--- src/rtl/fp_div_pkg.sv ---
// IEEE-754 single-precision field layout and exception classification
// shared by the divider issue stage.
package fp_div_pkg;

  localparam int SIGN_BIT = 31;
  localparam int EXP_MSB  = 30;
  localparam int EXP_LSB  = 23;
  localparam int MAN_MSB  = 22;

  localparam logic [7:0]  EXP_ALL1  = 8'hFF;
  localparam logic [31:0] POS_INF   = 32'h7F800000;
  localparam logic [31:0] SIGN_MASK = 32'h1 << SIGN_BIT;

  // Exception flags in output bit order: {NV, DZ}.
  typedef struct packed {
    logic nv;
    logic dz;
  } fp_flags_t;

  // Magnitude with the sign bit cleared.
  // Comparing magnitudes against +inf avoids separate exponent/mantissa tests.
  function automatic logic [31:0] fp_mag(input logic [31:0] x);
    return x & ~SIGN_MASK;
  endfunction

  function automatic logic is_nan(input logic [31:0] x);
    return fp_mag(x) > POS_INF;
  endfunction

  function automatic logic is_inf(input logic [31:0] x);
    return fp_mag(x) == POS_INF;
  endfunction

  // Denormals are nonzero; only +0 and -0 count as zero.
  function automatic logic is_zero(input logic [31:0] x);
    return fp_mag(x) == '0;
  endfunction

  // Invalid: any NaN, 0/0 or inf/inf. Divide-by-zero: finite nonzero / 0.
  // The two cases are disjoint by construction.
  function automatic fp_flags_t classify(input logic [31:0] a, input logic [31:0] b);
    fp_flags_t f;
    f.nv = is_nan(a) || is_nan(b) || (is_zero(a) && is_zero(b)) ||
           (is_inf(a) && is_inf(b));
    f.dz = is_zero(b) && !is_zero(a) && !is_inf(a) && !is_nan(a);
    return f;
  endfunction

endpackage

--- src/rtl/fp_div_op_fifo.sv ---
// Operand-pair FIFO. The head entry reads as zero when the FIFO is empty so
// the downstream combinational divider sees a quiet input. Pushes at full
// and pops at empty are ignored.
module fp_div_op_fifo #(
  parameter int WIDTH = 64,
  parameter int DEPTH = 4,
  parameter int CNTW  = 3
) (
  input  logic             clk_i,
  input  logic             rst_ni,
  input  logic             push_i,
  input  logic [WIDTH-1:0] wdata_i,
  input  logic             pop_i,
  output logic [WIDTH-1:0] rdata_o,
  output logic             full_o,
  output logic             empty_o,
  output logic [CNTW-1:0]  count_o
);

  localparam int AW = $clog2(DEPTH);

  logic [WIDTH-1:0] mem_q [DEPTH];
  logic [AW-1:0]    wr_ptr_q, wr_ptr_d;
  logic [AW-1:0]    rd_ptr_q, rd_ptr_d;
  logic [CNTW-1:0]  count_q, count_d;
  logic             push_ok, pop_ok;

  assign full_o  = (count_q == CNTW'(DEPTH));
  assign empty_o = (count_q == '0);
  assign push_ok = push_i && !full_o;
  assign pop_ok  = pop_i && !empty_o;
  assign rdata_o = empty_o ? '0 : mem_q[rd_ptr_q];
  assign count_o = count_q;

  // Pointer and occupancy next state; pointers wrap naturally at DEPTH.
  always_comb begin
    wr_ptr_d = wr_ptr_q;
    rd_ptr_d = rd_ptr_q;
    count_d  = count_q;
    if (push_ok) wr_ptr_d = wr_ptr_q + AW'(1);
    if (pop_ok)  rd_ptr_d = rd_ptr_q + AW'(1);
    case ({push_ok, pop_ok})
      2'b10:   count_d = count_q + CNTW'(1);
      2'b01:   count_d = count_q - CNTW'(1);
      default: count_d = count_q;
    endcase
  end

  // Entry storage; no reset needed since empty entries are never observed.
  always_ff @(posedge clk_i) begin
    if (push_ok) mem_q[wr_ptr_q] <= wdata_i;
  end

  // Pointer and occupancy registers.
  always_ff @(posedge clk_i or negedge rst_ni) begin
    if (!rst_ni) begin
      wr_ptr_q <= '0;
      rd_ptr_q <= '0;
      count_q  <= '0;
    end else begin
      wr_ptr_q <= wr_ptr_d;
      rd_ptr_q <= rd_ptr_d;
      count_q  <= count_d;
    end
  end

endmodule

--- src/rtl/fp_div_issue_stage.sv ---
// Flow-controlled issue stage around an external combinational FP divider:
// queues operand pairs, presents the head pair to the divider and registers
// the quotient plus {NV, DZ} behind a valid/ready output handshake.
module fp_div_issue_stage
  import fp_div_pkg::*;
#(
  parameter int DATAWIDTH = 32,
  parameter int DEPTH     = 4,
  parameter int CNTW      = $clog2(DEPTH) + 1
) (
  input  logic                 Clk,
  input  logic                 Rst_n,
  input  logic                 in_valid,
  output logic                 in_ready,
  input  logic [DATAWIDTH-1:0] in_A,
  input  logic [DATAWIDTH-1:0] in_B,
  output logic [DATAWIDTH-1:0] div_A,
  output logic [DATAWIDTH-1:0] div_B,
  input  logic [DATAWIDTH-1:0] div_Y,
  output logic                 out_valid,
  input  logic                 out_ready,
  output logic [DATAWIDTH-1:0] out_Y,
  output logic [1:0]           out_flags,
  output logic [CNTW-1:0]      occupancy
);

  logic [2*DATAWIDTH-1:0] head;
  logic                   fifo_full, fifo_empty, pop;

  logic                   out_valid_q, out_valid_d;
  logic [DATAWIDTH-1:0]   out_y_q, out_y_d;
  fp_flags_t              flags_q, flags_d;

  fp_div_op_fifo #(
    .WIDTH (2*DATAWIDTH),
    .DEPTH (DEPTH),
    .CNTW  (CNTW)
  ) u_fifo (
    .clk_i   (Clk),
    .rst_ni  (Rst_n),
    .push_i  (in_valid),
    .wdata_i ({in_A, in_B}),
    .pop_i   (pop),
    .rdata_o (head),
    .full_o  (fifo_full),
    .empty_o (fifo_empty),
    .count_o (occupancy)
  );

  // No bypass at full: a pop frees the slot only on the following cycle.
  assign in_ready = !fifo_full;
  assign div_A    = head[2*DATAWIDTH-1:DATAWIDTH];
  assign div_B    = head[DATAWIDTH-1:0];

  // Head moves into the output register whenever that register is free or
  // being drained this cycle.
  assign pop = !fifo_empty && (!out_valid_q || out_ready);

  // Output register next state: capture, drain, or hold.
  always_comb begin
    out_valid_d = out_valid_q;
    out_y_d     = out_y_q;
    flags_d     = flags_q;
    if (pop) begin
      out_valid_d = 1'b1;
      out_y_d     = div_Y;
      flags_d     = classify(div_A, div_B);
    end else if (out_ready) begin
      out_valid_d = 1'b0;
    end
  end

  // Output register; reset discards any held result.
  always_ff @(posedge Clk or negedge Rst_n) begin
    if (!Rst_n) begin
      out_valid_q <= 1'b0;
      out_y_q     <= '0;
      flags_q     <= '0;
    end else begin
      out_valid_q <= out_valid_d;
      out_y_q     <= out_y_d;
      flags_q     <= flags_d;
    end
  end

  assign out_valid = out_valid_q;
  assign out_Y     = out_y_q;
  assign out_flags = flags_q;

endmodule

--- config.mk ---
export PLATFORM = sky130hd
export DESIGN_NAME = fp_div_issue_stage
export DESIGN_NICKNAME = d
export VERILOG_FILES = /design/src/rtl/fp_div_pkg.sv /design/src/rtl/fp_div_op_fifo.sv /design/src/rtl/fp_div_issue_stage.sv
export SDC_FILE = /design/constraint.sdc
export NUM_CORES = 1
export LEC_CHECK = 0
export CAP_MARGIN = 0
export CORE_MARGIN = 4
export CORE_UTILIZATION = 55
export CTS_BUF_LIST = sky130_fd_sc_hd__clkbuf_2 sky130_fd_sc_hd__clkbuf_4 sky130_fd_sc_hd__clkbuf_8
export DETAILED_ROUTE_END_ITERATION = 8
export PLACE_DENSITY = 0.83
export SETUP_SLACK_MARGIN = 0.02
export SYNTH_ARGS = -nofsm -noshare
export SYNTH_HDL_FRONTEND = slang
export SYNTH_SLANG_ARGS = --single-unit
--- constraint.sdc ---
create_clock -name Clk -period 2.9 [get_ports Clk]
set_input_delay 0.58 -clock Clk [delete_from_list [all_inputs] [get_ports Clk]]
set_output_delay 0.58 -clock Clk [all_outputs]
set_load 0.02 [all_outputs]
==> results.cfg <==
[outcome]
status = completed

[setup_path]
end_kind = output port
rr_worst_depth = 9
r2r-start = u_fifo.rd_ptr_q[0]
worstPathMaxFanout = 6
crit_type = reg -> out
critPathLaunchType = flop
r2r-end = out_flags[1]
ff2ff_setup_slack_ns = 0.11
cp_data_arrival_time_ns = 2.31
required_ns = 2.32

[grt]
grt_pass1_vias = 7380
grt_pass1_wl_microns = 41000
globalRouteTotalUtil_pct = 22.5
antenna_found_initial = 3
grt_max_degree = 69
grt-ovfl-total = 0

[detailed_routing]
route.detailed.drc = 0
via_per_inst = 5.65
drtPass1Iterations = 5
vias = 6820
totalWireLength_microns = 27500
drt_iter0_drc = 450
post_drt_wl_per_cell_microns = 22.8
postRouteAntennaNets = 0

[run]
cap_violations = 0

[yosys]
yosysSeqAreaShare_pct = 75.1
synthDominantCellAreaShare_pct = 66.1
yosys_warnings = 0
synth_area_sq_um = 11600
synth_nets = 737
synth_seq_cells = 298
synth.largest_area_cell = edfxtp_1
netlist-cell-type-count = 37
syn_inst = 631
syn_area_per_cell_sq_um = 18.4
yosys-top-cells-area = edfxtp_1, mux4_2, dfrtp_1

[clocking]
holdBufCountCts = 0
clock_latency_ns = 0.54
clock-sinks = 298
clk_pin_slew_worst_paths_ns = 0.05
numCtsBuffers = 47
cts_tree = yes
cts_root_buf = clkbuf_8
htreeDepth = 2
cts_buffer_depth = 3

[timing]
worstMarginPinSlew_ns = 0.925
period_share_pct = 99.8
hold_viol = 0
slew_violations = 0
slew-limit-headroom_pct = 38.4
setup_tns_ns = 0
timing.clock.skew_ns = 0.0175
period_minus_slack_ns = 2.89
setup_violations = 0
clock.fmax_ghz = 0.346
rsz0062_at_grt = true

[placement]
post_dp_cell_area_sq_um = 14200
dp_cells = 1100
place.gp.congestion = 0.977
port_buffers = 202
dp_hpwl_microns = 17700

[power]
p_leak_nw = 5.58
ir_drop_uv = 833
power_density_nw_per_um2 = 1100

[finish]
fillers = 1170
post-route-util_pct = 74.1
stdcell_area_sq_um = 15200
final_cells = 1208
area_growth_pct = 30.6
drive_gt1_share_pct = 26.8
nets = 1008

[die]
die_y_microns = 153
die_w_microns = 153
start_util_pct = 56.8
boundaryPins = 203
die_area_sq_um = 23500
std_cell_rows = 52
coreArea_sq_um = 20500

[worst_hold_path]
hold_class = in -> async
[per-stage QoR]
stage,setup WS [ns],total power [mW],hold slack [ns]
after detailed placement,-0.0327,13.4,0.468
after global routing,-0.0818,17.6,0.248
after floorplan,0.343,10.1,0.284
after CTS,-0.0729,16.7,0.190
after global placement,0.117,13.2,0.458
final,0.00684,16.7,0.189
[cells in the mapped netlist]
cell / instances
inv_1: 10
buf_12: 1
clkinv_1: 1
nor2b_1: 1
mux4_1: 7
buf_2: 6
and2_1: 61
and4_1: 1
nand2_1: 107
fa_1: 1
nor2_1: 5
mux4_2: 57
buf_6: 1
nand3_1: 2
a31oi_1: 1
o21ai_0: 5
clkbuf_1: 19
o2111ai_1: 1
nor4_1: 12
mux2i_1: 2
or3_1: 3
nand3b_1: 1
a2111oi_2: 1
or4_1: 1
dfrtp_1: 42
a211o_1: 1
nor3_1: 2
ha_1: 5
o41ai_1: 1
edfxtp_1: 256
nand4b_1: 1
nand2b_1: 2
xnor2_1: 4
and3_1: 4
nor3b_2: 1
nand4_1: 3
xor2_1: 2
[cells by family after synthesis]
logic type	synth area share [%]
AOI/OAI and AO/OA	0.624
xor gates and xnor gates	0.452
adders and majority gates	0.710
buffers and inverters	1.50
DFF	75.1
muxes	12.8
and+or+nand+nor	8.80
[layer usage]
metal	part of all wire, %	wire [microns]	track usage (%)
met1	39	10600	28.6
met2	50	13900	37.9
met3	8.4	2310	6.05
met4	2.6	703	8.12
met5	0.029	8	0
[final cells by class]
cell class / instances / area [sq um] / area share (%)
Sequential cell: 298 / 8740 / 57.6
Timing Repair Buffer: 249 / 2350 / 15.5
Tap cell: 270 / 338 / 2.22
Clock inverter: 14 / 86.3 / 0.569
Antenna cell: 3 / 7.51 / 0.0494
Inverter: 11 / 41.3 / 0.272
Clock buffer: 68 / 836 / 5.50
Multi-Input combinational cell: 295 / 2780 / 18.3
[flip-flops by register name (all words and copies together), names as in the netlist]
name / flops
u_fifo.count_o: 3
u_fifo.rd_ptr_q: 2
out_flags: 2
u_fifo.wr_ptr_q: 2
u_fifo.mem_q: 256
out_Y: 32
out_valid: 1
[worst max path at each step]
stage                                   from            to  slack, ns  depth (start not counted)
after floorplan           u_fifo.rd_ptr_q[0]  out_flags[1]       0.34                          8
after global placement    u_fifo.rd_ptr_q[0]  out_flags[1]       0.12                          7
after detailed placement  u_fifo.rd_ptr_q[0]  out_flags[1]      -0.03                          7
after CTS                 u_fifo.rd_ptr_q[0]     div_B[24]      -0.07                          5
after global routing      u_fifo.rd_ptr_q[0]     div_B[10]      -0.08                          6
final                     u_fifo.rd_ptr_q[0]     div_B[15]      0.007                          6
[timing repair]
action | 4_1_cts | 5_1_grt
pin swaps | 1 | 1
setup buffers | 14 | 4
gates resized for setup | 206 | 30
setup endpoints to repair | 65 | 47
cloned | 2 | 3
[cell usage in the layout, fill, tap and decap left out, types with 3 or more instances in the layout]
master | synthesis | layout
clkbuf_4 | 0 | 16
mux4_1 | 7 | 3
dlygate4sd2_1 | 0 | 13
o21ai_0 | 5 | 5
buf_4 | 0 | 29
buf_2 | 6 | 44
clkinv_2 | 0 | 6
diode_2 | 0 | 3
clkdlybuf4s50_1 | 0 | 137
and2_1 | 61 | 59
nor2_1 | 5 | 5
clkbuf_2 | 0 | 7
xnor2_1 | 4 | 4
dfrtp_1 | 42 | 40
edfxtp_1 | 256 | 256
nand4_1 | 3 | 3
clkinv_1 | 1 | 8
ha_1 | 5 | 5
mux4_2 | 57 | 61
clkbuf_8 | 0 | 52
nor4_1 | 12 | 9
buf_12 | 1 | 11
inv_1 | 10 | 10
and3_4 | 0 | 4
clkbuf_16 | 0 | 3
nand2_1 | 107 | 107
[critical path: stages, from the launching register on]
cell and delay [ns]:
dfrtp_4 0.54, buf_4 0.17, buf_12 0.13, clkbuf_16 0.15, mux4_2 0.44, and2_1 0.18, buf_2 0.16
[power by group]
part	internal, mW	switching (mW)
Clock	1.93	1.50
Combinational	3.22	4.05
Sequential	5.70	0.334
(Power assumes the default switching activity.)
